$ cat src/rtl/fetch_unit.sv
// fetch_unit: PC generation, synchronous instruction fetch and the fetch/decode pipeline register
module fetch_unit #(
   parameter int                   PC_W      = 9,
   parameter int                   INSTR_W   = 34,
   parameter int                   PC_STEP   = 4,
   parameter logic [PC_W-1:0]      RESET_PC  = '0,
   parameter logic [INSTR_W-1:0]   NOP_INSTR = '0
) (
   input  logic               clk,
   input  logic               rst,
   input  logic               StallF,
   input  logic               StallD,
   input  logic               PCSrcE,
   input  logic [PC_W-1:0]    PCTargetE,
   output logic [PC_W-1:0]    imem_addr,
   input  logic [INSTR_W-1:0] imem_rdata,
   output logic [INSTR_W-1:0] InstrD,
   output logic [PC_W-1:0]    PCD,
   output logic [PC_W-1:0]    PCPlus4D,
   output logic               ValidD,
   output logic               MisalignE,
   output logic [15:0]        redirect_cnt
);
   localparam logic [PC_W-1:0] LOW = PC_W'(PC_STEP - 1);
   logic [PC_W-1:0] pc_f, pc_next, pc_plus, target;
   assign pc_plus   = pc_f + PC_W'(PC_STEP);
   assign target    = PCTargetE & ~LOW;
   assign imem_addr = pc_next;
   // next-PC priority: reset, redirect, fetch stall, sequential
   always_comb pc_next = rst ? RESET_PC : PCSrcE ? target : StallF ? pc_f : pc_plus;
   // fetch PC follows pc_next every cycle, so imem_rdata always matches pc_f
   always_ff @(posedge clk) pc_f <= pc_next;
   // decode register: bubble on reset/redirect, hold on StallD, else capture the fetch
   always_ff @(posedge clk) begin
      if (rst || PCSrcE) begin
         InstrD   <= NOP_INSTR;
         PCD      <= '0;
         PCPlus4D <= '0;
         ValidD   <= 1'b0;
      end else if (!StallD) begin
         InstrD   <= imem_rdata;
         PCD      <= pc_f;
         PCPlus4D <= pc_plus;
         ValidD   <= 1'b1;
      end
   end
   // misalignment pulse and saturating redirect counter
   always_ff @(posedge clk) begin
      if (rst) begin
         MisalignE    <= 1'b0;
         redirect_cnt <= '0;
      end else begin
         MisalignE <= PCSrcE && |(PCTargetE & LOW);
         if (PCSrcE && redirect_cnt != 16'hFFFF) redirect_cnt <= redirect_cnt + 16'd1;
      end
   end
endmodule

$ cat config.mk
export PLATFORM = sky130hd
export DESIGN_NAME = fetch_unit
export DESIGN_NICKNAME = d
export VERILOG_FILES = /design/src/rtl/fetch_unit.sv
export SDC_FILE = /design/constraint.sdc
export NUM_CORES = 1
export LEC_CHECK = 0
export CAP_MARGIN = 20
export CORE_MARGIN = 4
export CORE_UTILIZATION = 35
export DETAILED_ROUTE_END_ITERATION = 8
export GPL_TIMING_DRIVEN = 0
export PLACE_DENSITY_LB_ADDON = 0.12
export SLEW_MARGIN = 25
export SYNTH_ARGS = -nofsm -noshare
export SYNTH_HDL_FRONTEND = slang
export SYNTH_SLANG_ARGS = --single-unit
export TNS_END_PERCENT = 50
$ cat constraint.sdc
create_clock -name clk -period 1.7 [get_ports clk]
set_input_delay 0.17 -clock clk [delete_from_list [all_inputs] [get_ports clk]]
set_output_delay 0.17 -clock clk [all_outputs]
set_load 0.005 [all_outputs]
==> impl_metrics.toml <==
[outcome]
run_status = "finished, violations left"
violations = "negative setup slack"

[worst_setup_path]
cp.arrival_ns = 1.77
worst_path_max_delay_cell = "dfxtp_4"
endpoint_kind = "output pin"
timing.reg2reg.setup_slack_ns = 0.06
cp_data_required_time_ns = 1.53
timing.setup.critical_path_class = "reg -> out"
timing.critical_path.cells = "buf_12, nand3_4, or3_1, a21o_1, a21oi_2, buf_2"
cp-start-kind = "flip-flop"
crit_fanout = 3
slowest_delay_ns = 0.40

[clock_tree]
cts_max_path_buffers = 2
clock_buffer_count_from_cts = 9
clkTransAtPathRegs_ns = 0.08
cts_stage_hold_buffer_count = 0
cts_root_buffer = "clkbuf_8"
cts_tree = "done"
cts.sinks = 77
cts_max_level = 3
clock_insertion_delay_worst_skew_ns = 0.35

[sta]
hold_viol = 0
worst_clock_skew_ns = 0.00951
grt_setup_unrepaired = "yes"
layout_setup_ws_ns = -0.243
final.period_utilization = 1.14
setup_viol = 5
final_max_slew_viol_count = 0
maxClockFrequency_mhz = 515
relSlewSlack = 0.531
worst-slew-pin-transition_ns = 0.703
timing.final.crit_period_ns = 1.94
setup_tns_ns = -0.854

[cells_and_area]
areaGrowthSynthToFinish_pct = 59.9
finish.net_count = 530
n_antenna_cell = 0
final_layout_size_suffix_gt1_frac = 0.192
final_cell_area_sq_um = 4980

[synth]
synth_enable_flop_cells = 0
synth.yosys.seq_area_share = 0.495
synth_fp_nets = 376
synth-async-reset-ratio = 0
synth_cell_types = 45
post-synth-top-area-fraction = 0.495
synth_top_cells_by_area = "dfxtp_1 49%, mux2i_1 16%, nor2_1 7.9%"
post_synth_inst_count = 326
synthesis.area_sq_um = 3120
post-synth-top-area-cell = "dfxtp_1"
commonest_cells_post_synth = "77 x dfxtp_1, 66 x nor2_1, 49 x mux2i_1"
yosys_warnings = 0
post-synth-top-count-cell = "dfxtp_1"
syn_area_per_cell_sq_um = 9.56
synth.ff_latch_count = 77
ys_dominant_reg_cell = "dfxtp_1"

[global_routing]
grt_antenna_before_repair = 0
maximum_number_of_pins_on_one_net_before_global_route_repair = 16
grt_util_met2 = 0.256
grt.total_usage = 0.163
grt_first_pass_wirelength_mm = 13.4
busiest_layer = "met2"
grt.overflow.total = 0
grt_use_met1 = 0.213
use_met3 = 0.0382
vias_in_the_first_global_route = 2796

[die]
design.die.area_sq_um = 10500
fp.coreArea_sq_um = 8680
die_h_um = 102
count_of_pins_on_the_block_boundary = 127
starting_density = 0.359
std_cell_rows = 34
die_width_um = 102

[route]
first_iter_violations = 71
route.vias.total = 2803
total_routed_wirelength_mm = 8.45
antenna_violation_net_count_after_detailed_routing = 0
routed_length_per_instance_um = 14.2
detail_route.first_pass.iterations = 4
detail_route.drc_violations = 0
drt-vias-per-instance = 4.73

[run]
cap_viol_max_count = 0

[pwr]
powerDensity_nw_per_um2 = 738
cellLeakagePower_nw = 1.98
peak_ir_drop_on_the_vdd_network_v = 0.000540

[placement]
place_area_sq_um = 4480
port_bufs = 123
finalWeightedCongestion = 0.745
place_hpwl_mm = 6.03

[worst_hold_path]
min-delay-path-class = "in -> reg"
final cells by class:
type,instances,area (sq um)
sequential,77,1590
fill,819,3690
multi-input combinational,222,1570
inverter,6,22.5
timing repair buffer,144,1370
tap,108,135
clock inverter,7,56.3
clock buffer,9,124
buffer,20,121
final timing paths:
check,from,endpoint,depth (start not counted)
setup / recovery,pc_f[2],imem_addr[5],6
hold / removal,rst,redirect_cnt[15],3
setup reg to reg,redirect_cnt[2],redirect_cnt[9],4
hold reg to reg,ValidD,ValidD,2
flip-flops by register name, indices dropped and copies added, names as in the netlist:
| register | count |
|---|---|
| PCD | 9 |
| ValidD | 1 |
| InstrD | 34 |
| PCPlus4D | 7 |
| pc_f | 9 |
| redirect_cnt | 16 |
| MisalignE | 1 |
cells in the final DEF (no fill, tap or decap), types with 4 or more instances in the layout:
| cell | count |
|---|---|
| a21oi_1 | 18 |
| buf_2 | 11 |
| buf_4 | 21 |
| buf_6 | 5 |
| clkbuf_1 | 6 |
| clkbuf_8 | 9 |
| clkdlybuf4s50_1 | 114 |
| dfxtp_1 | 62 |
| dfxtp_2 | 5 |
| dfxtp_4 | 10 |
| inv_1 | 5 |
| mux2i_1 | 49 |
| nand2_1 | 9 |
| nand3_1 | 4 |
| nor2_1 | 65 |
| nor3_1 | 4 |
| o21ai_0 | 7 |
| o31ai_1 | 4 |
| or3_1 | 5 |
| xnor2_1 | 5 |
| xor2_1 | 5 |
through the flow:
step	hold slack, ns	worst slack, ns	cells	power [mW]	util
after floorplan	0.314	0.0499	326	2.13	-
after global placement	0.434	-0.715	557	2.39	0.517
after detailed placement	0.436	-0.709	557	2.39	0.517
after CTS	0.106	-0.252	590	3.74	0.566
after global routing	0.131	-0.309	593	3.87	0.574
final	0.111	-0.243	593	3.68	0.574
power by group:
part / internal, mW / switching, mW / leakage, nW
Combinational: 0.309 / 0.199 / 1.25
Sequential: 1.85 / 0.0400 / 0.636
Clock: 0.548 / 0.734 / 0.0906
Total: 2.71 / 0.974 / 1.98
kinds of logic (layout without fill, tap and decap cells):
logic type	after synthesis	count (layout)	synth area share
xor gates and xnor gates	11	11	0.0309
AOI/OAI and AO/OA	43	43	0.0851
muxes	50	50	0.161
adders and majority gates	2	2	0.00803
and+or+nand+nor	116	116	0.179
DFF	77	77	0.495
buffers and inverters	27	186	0.0413
critical path: cells and delay by family (launching register included):
family / cells / cell delay (ns)
simple gates: 2 / 0.45
flops: 1 / 0.40
compound gates: 2 / 0.34
buf+inv: 2 / 0.25
routing by layer:
| metal | up-vias | routed length [um] |
|---|---|---|
| li1 | 1426 | - |
| met1 | 1279 | 3750 |
| met2 | 81 | 3870 |
| met3 | 17 | 637 |
| met4 | 0 | 189 |
| met5 | - | 0 |
timing repair:
action                                  4_1_cts  5_1_grt
pin swaps                                    13       11
resized for setup                            64       20
setup buffers                                16        5
endpoints found under the setup margin       20       54
gates cloned                                  1        0
(Power assumes the default switching activity.)
